--- config.mk ---
export PLATFORM = sky130hd
export DESIGN_NAME = trial_div_factor
export DESIGN_NICKNAME = d
export VERILOG_FILES = /design/src/rtl/trial_div_factor.sv
export SDC_FILE = /design/constraint.sdc
export NUM_CORES = 1
export LEC_CHECK = 0
export CAP_MARGIN = 20
export CORE_MARGIN = 10
export CORE_UTILIZATION = 60
export DETAILED_ROUTE_END_ITERATION = 10
export GPL_ROUTABILITY_DRIVEN = 1
export PLACE_DENSITY = 0.8
export SYNTH_ARGS = -nofsm -noshare
export SYNTH_HDL_FRONTEND = slang
export SYNTH_SLANG_ARGS = --single-unit
--- constraint.sdc ---
create_clock -name CLK -period 8.3 [get_ports CLK]
set_input_delay 2.075 -clock CLK [delete_from_list [all_inputs] [get_ports CLK]]
set_output_delay 2.075 -clock CLK [all_outputs]
set_load 0.01 [all_outputs]
--- src/rtl/trial_div_factor.sv ---
// trial_div_factor: BCD-to-binary conversion and trial-division
// prime factoriser streaming factors over a valid/ack handshake.
module trial_div_factor #(
  parameter int WIDTH = 20,
  parameter int CNT_W = 5
) (
  input  logic             CLK,
  input  logic             RST,
  input  logic             START,
  input  logic [3:0]       DIN1,
  input  logic [3:0]       DIN2,
  input  logic [3:0]       DIN3,
  input  logic [3:0]       DIN4,
  input  logic [3:0]       DIN5,
  input  logic [3:0]       DIN6,
  output logic             BUSY,
  output logic [WIDTH-1:0] FACT,
  output logic             FACT_VALID,
  input  logic             FACT_ACK,
  output logic [CNT_W-1:0] COUNT,
  output logic             DONE,
  output logic             ERR
);

  localparam int BW = $clog2(WIDTH + 1);

  typedef enum logic [2:0] {
    IDLE, LOAD, CONV, DIV, CHECK, EMIT, FIN
  } state_t;

  state_t state, nxt;

  logic [5:0][3:0]  dig;
  logic [WIDTH-1:0] n, d, q, r;
  logic [BW-1:0]    step;
  logic [3:0]       cur;
  logic [WIDTH-1:0] n10;
  logic             bad;
  logic [WIDTH:0]   sh;
  logic [WIDTH-1:0] diff;
  logic             ge;
  logic             last_conv;
  logic             last_div;
  logic             xfer;

  assign BUSY       = (state != IDLE);
  assign FACT_VALID = (state == EMIT);
  assign DONE       = (state == FIN);
  assign xfer       = FACT_VALID & FACT_ACK;
  assign last_conv  = (step == BW'(5));
  assign last_div   = (step == BW'(WIDTH - 1));

  // Pick the digit for this conversion step, most significant first.
  always_comb begin
    cur = '0;
    unique case (step)
      BW'(0):  cur = dig[5];
      BW'(1):  cur = dig[4];
      BW'(2):  cur = dig[3];
      BW'(3):  cur = dig[2];
      BW'(4):  cur = dig[1];
      BW'(5):  cur = dig[0];
      default: cur = '0;
    endcase
  end

  // Shared arithmetic: N*10+digit, digit range check, divider step.
  always_comb begin
    n10 = (n << 3) + (n << 1) + {{(WIDTH-4){1'b0}}, cur};
    bad = 1'b0;
    for (int i = 0; i < 6; i++) begin
      if (dig[i] > 4'd9) bad = 1'b1;
    end
    sh   = {r, q[WIDTH-1]};
    ge   = (sh >= {1'b0, d});
    diff = sh[WIDTH-1:0] - d;
  end

  // State register.
  always_ff @(posedge CLK) begin
    if (RST) state <= IDLE;
    else     state <= nxt;
  end

  // Next-state selection.
  always_comb begin
    nxt = state;
    unique case (state)
      IDLE:  if (START) nxt = LOAD;
      LOAD:  nxt = bad ? FIN : CONV;
      CONV:  if (last_conv)
               nxt = (n10 < WIDTH'(2)) ? FIN : DIV;
      DIV:   if (last_div) nxt = CHECK;
      CHECK: nxt = (r == '0 || q < d) ? EMIT : DIV;
      EMIT:  if (xfer)
               nxt = (n == WIDTH'(1)) ? FIN : DIV;
      FIN:   nxt = IDLE;
      default: nxt = IDLE;
    endcase
  end

  // Datapath: digit latch, conversion, division, factor and count.
  always_ff @(posedge CLK) begin
    if (RST) begin
      dig   <= '0;
      n     <= '0;
      d     <= '0;
      q     <= '0;
      r     <= '0;
      step  <= '0;
      FACT  <= '0;
      COUNT <= '0;
      ERR   <= 1'b0;
    end else begin
      unique case (state)
        IDLE: if (START) begin
          dig   <= {DIN6, DIN5, DIN4, DIN3, DIN2, DIN1};
          COUNT <= '0;
          ERR   <= 1'b0;
        end
        LOAD: begin
          n    <= '0;
          step <= '0;
          if (bad) ERR <= 1'b1;
        end
        CONV: begin
          n    <= n10;
          step <= step + BW'(1);
          if (last_conv) begin
            if (n10 < WIDTH'(2)) begin
              ERR <= 1'b1;
            end else begin
              d    <= WIDTH'(2);
              q    <= n10;
              r    <= '0;
              step <= '0;
            end
          end
        end
        DIV: begin
          q    <= {q[WIDTH-2:0], ge};
          r    <= ge ? diff : sh[WIDTH-1:0];
          step <= step + BW'(1);
        end
        CHECK: begin
          if (r == '0) begin
            FACT <= d;
            n    <= q;
          end else if (q < d) begin
            FACT <= n;
            n    <= WIDTH'(1);
          end else begin
            d    <= (d == WIDTH'(2)) ? WIDTH'(3)
                                     : d + WIDTH'(2);
            q    <= n;
            r    <= '0;
            step <= '0;
          end
        end
        EMIT: if (xfer) begin
          COUNT <= COUNT + CNT_W'(1);
          q     <= n;
          r     <= '0;
          step  <= '0;
        end
        default: ;
      endcase
    end
  end

endmodule
==> flow_metrics.py <==
metrics = {
    "timing": {
        "setup_viol": 0,
        "clock.fmax_ghz": 0.187,
        "clock_skew_ps": 12.5,
        "rsz0062_at_grt": "false",
        "worstMarginPinSlew_ps": 1070,
        "slew_viol_final": 0,
        "post-route-period-util_pct": 64.3,
        "min_period_ps": 5340,
        "relSlewSlack_pct": 28.4,
        "finalSetupTns_ps": 0,
        "finalHoldViolations": 0,
    },
    "global_routing": {
        "grt_usage_pct": 25.4,
        "grt-ovfl-total": 0,
        "grt_max_degree": 75,
        "grt_antenna_before_repair": 0,
        "grt_pass1_vias": 8941,
        "grt_pass1_wl_mm": 45.8,
    },
    "placed_design": {
        "gp_congestion": 0.932,
        "placed_cell_area_mm2": 0.0101,
        "portBuffers": 56,
        "dp_hpwl_mm": 20.0,
    },
    "cells_and_area": {
        "drive_above_1_share_pct": 5.48,
        "n_antenna_cell": 0,
        "fin_area_mm2": 0.0108,
        "regArea_mm2": 0.00276,
        "area_growth_syn_to_layout_pct": 12.9,
        "layout.nets": 1337,
        "fillers": 1361,
        "multiInputGateArea_mm2": 0.00630,
    },
    "synthesis": {
        "synth_flop_cell": "dfxtp_1",
        "syn-instance-count": 1214,
        "synthArstFlopShare_pct": 0,
        "synth_area_per_cell_um2": 7.88,
        "ys_seq_area_share_pct": 28.9,
        "synth_area_mm2": 0.00956,
        "synth-seq-cells": 138,
        "ys_types": 75,
        "ys_warn_count": 0,
        "syn-num-nets": 1324,
        "synth-edff-count": 0,
    },
    "cts": {
        "cts_root_buf": "clkbuf_16",
        "cts_max_level": 4,
        "clkTransAtPathRegs_ps": 60,
        "clock_sinks": 138,
        "cts.path.max_buffers": 2,
        "cts_setup_buffers": 0,
        "cts_tree": "done",
        "clk_latency_ps": 430,
        "cts_buffers": 17,
        "cts_resized": 0,
        "holdBufCountCts": 0,
    },
    "floorplan": {
        "num_rows": 46,
        "die_w_um": 146,
        "ioPinCount": 57,
        "dieHeight_um": 146,
        "core_mm2": 0.0158,
        "dieArea_mm2": 0.0214,
        "start_util_pct": 60.6,
    },
    "routing": {
        "routed_wl_mm": 28.2,
        "routed_via_density": 6.62,
        "drt-pass1-iter-count": 8,
        "via_count": 9633,
        "route.met3.wl_mm": 2.79,
        "wl_met2_mm": 12.5,
        "ant_nets": 0,
        "highest_layer": "met4",
        "m1WireLength_mm": 12.0,
        "avgRoutedWirePerCell_um": 19.4,
        "dr.first_iter.drc_count": 1173,
        "drc_errors": 0,
    },
    "setup_path": {
        "critPathMaxFanout": 35,
        "cp_cell_sequence": "inv_1 > ha_1 > and3_1 > a221oi_1 > fa_1 > inv_1 > ha_1 > a21oi_1 > a211oi_1 > nor3_2 > xnor2_1 > or4_1 > or4_4 > nor4_4 > buf_4 > o21a_4 > o2bb2ai_1",
        "required_ps": 8650,
        "crit_type": "reg2reg",
        "crit_path_max_incr_delay_ps": 550,
        "critPathSlowestCell": "or4_4",
        "critPathCaptureType": "register",
        "crit_arrival_ps": 5680,
        "critPathLaunchType": "register",
    },
    "run": {
        "drv_cap": 0,
    },
    "worst_hold_path": {
        "min_path_type": "reg2reg",
    },
    "pwr": {
        "irDropWorstVdd_mv": 0.210,
        "leakage_nw": 4.26,
        "power_density_mw_per_mm2": 220,
    },
    "status": {
        "status": "completed",
    },
}
==> worst paths after layout <==
| kind | from | slack [ps] | endpoint | depth (start not counted) |
|---|---|---|---|---|
| min reg2reg | dig[16] | 460 | dig[16] | 2 |
| min | dig[16] | 460 | dig[16] | 2 |
| max reg2reg | step[0] | 2960 | r[12] | 17 |
| max | step[0] | 2960 | r[12] | 17 |
==> through the flow <==
| stage | cells | utilization, % | hold WS [ps] | power [mW] | setup slack, ps |
|---|---|---|---|---|---|
| after floorplan | 1214 | - | 436 | 1.32 | 3600 |
| after global placement | 1422 | 64.4 | 457 | 1.53 | 3210 |
| after detailed placement | 1422 | 64.4 | 457 | 1.55 | 3080 |
| after CTS | 1454 | 68.3 | 465 | 2.35 | 3040 |
| after global routing | 1456 | 68.5 | 482 | 2.48 | 2620 |
| final | 1456 | 68.5 | 462 | 2.37 | 2960 |
==> Yosys cell counts, drive strengths merged (16+ instances only) <==
library cell,number,area [um^2]
a211oi,29,238
a21o,29,220
a21oi,121,606
a22o,20,175
clkbuf,63,238
dfxtp,138,2760
ha,79,988
inv,53,199
nand2,97,364
nand3,30,150
nor2,133,499
nor3,40,216
nor4,22,153
o21ai,59,295
o2bb2ai,16,140
or3,21,136
xnor2,20,175
==> cell families after synthesis <==
logic type	share of synthesized area [%]
AO/OA/AOI/OAI	28.7
AND/OR/NAND/NOR	21.6
multiplexers	1.81
flip-flops	28.9
XOR/XNOR	2.56
adder cells (fa/ha/maj)	11.0
buffers and inverters	5.44
==> report_power, final <==
part / total (mW) / leakage (nW) / internal [mW] / switching, mW
Combinational: 0.756 / 2.85 / 0.279 / 0.477
Clock: 0.810 / 0.287 / 0.511 / 0.299
Sequential: 0.806 / 1.12 / 0.734 / 0.0720
Total: 2.37 / 4.26 / 1.52 / 0.847
==> flip-flops by register name, indices dropped and copies added (netlist names) <==
signal,cells
COUNT,5
dig,24
FACT,20
step,5
state,3
q,20
ERR,1
n,20
r,20
d,20
==> cell usage in the layout (no fill, tap or decap), drive strengths merged, types with 13 or more instances in the layout <==
cell type	synthesis	layout
a21oi	121	121
nor2b	13	13
a211oi	29	29
o2bb2ai	16	16
ha	79	79
a21o	29	29
o21ai	59	59
dfxtp	138	138
nor3	40	40
a22o	20	20
o22ai	14	14
inv	53	53
or3	21	21
nor2	133	133
clkdlybuf4s50	0	55
nand3	30	30
clkbuf	63	22
a221oi	14	14
xnor2	20	20
nand4	15	15
a222oi	15	15
a22oi	13	13
nor4	22	22
mux2i	15	15
nand2	97	97
==> per-layer routing <==
metal / vias up / track usage (%)
li1: 4575 / -
met1: 4473 / 33.2
met2: 500 / 39.2
met3: 85 / 6.77
met4: 0 / 9.36
met5: - / 0
==> layout make-up <==
| class | count | share of cell area [%] |
|---|---|---|
| Clock inverter | 10 | 1.55 |
| Inverter | 53 | 1.84 |
| Sequential cell | 138 | 25.6 |
| Timing Repair Buffer | 66 | 5.97 |
| Tap cell | 216 | 2.50 |
| Clock buffer | 22 | 4.21 |
| Multi-Input combinational cell | 951 | 58.3 |
==> critical path: cells and delay by family, from the launching register on <==
family / cells / cell delay (ps)
and+or+nand+nor: 5 / 1670
adders and majority gates: 3 / 940
AOI/OAI and AO/OA: 5 / 1480
xor gates and xnor gates: 1 / 180
DFF: 1 / 430
buffers and inverters: 3 / 530
Note: power is estimated with default switching activity, not from simulation.
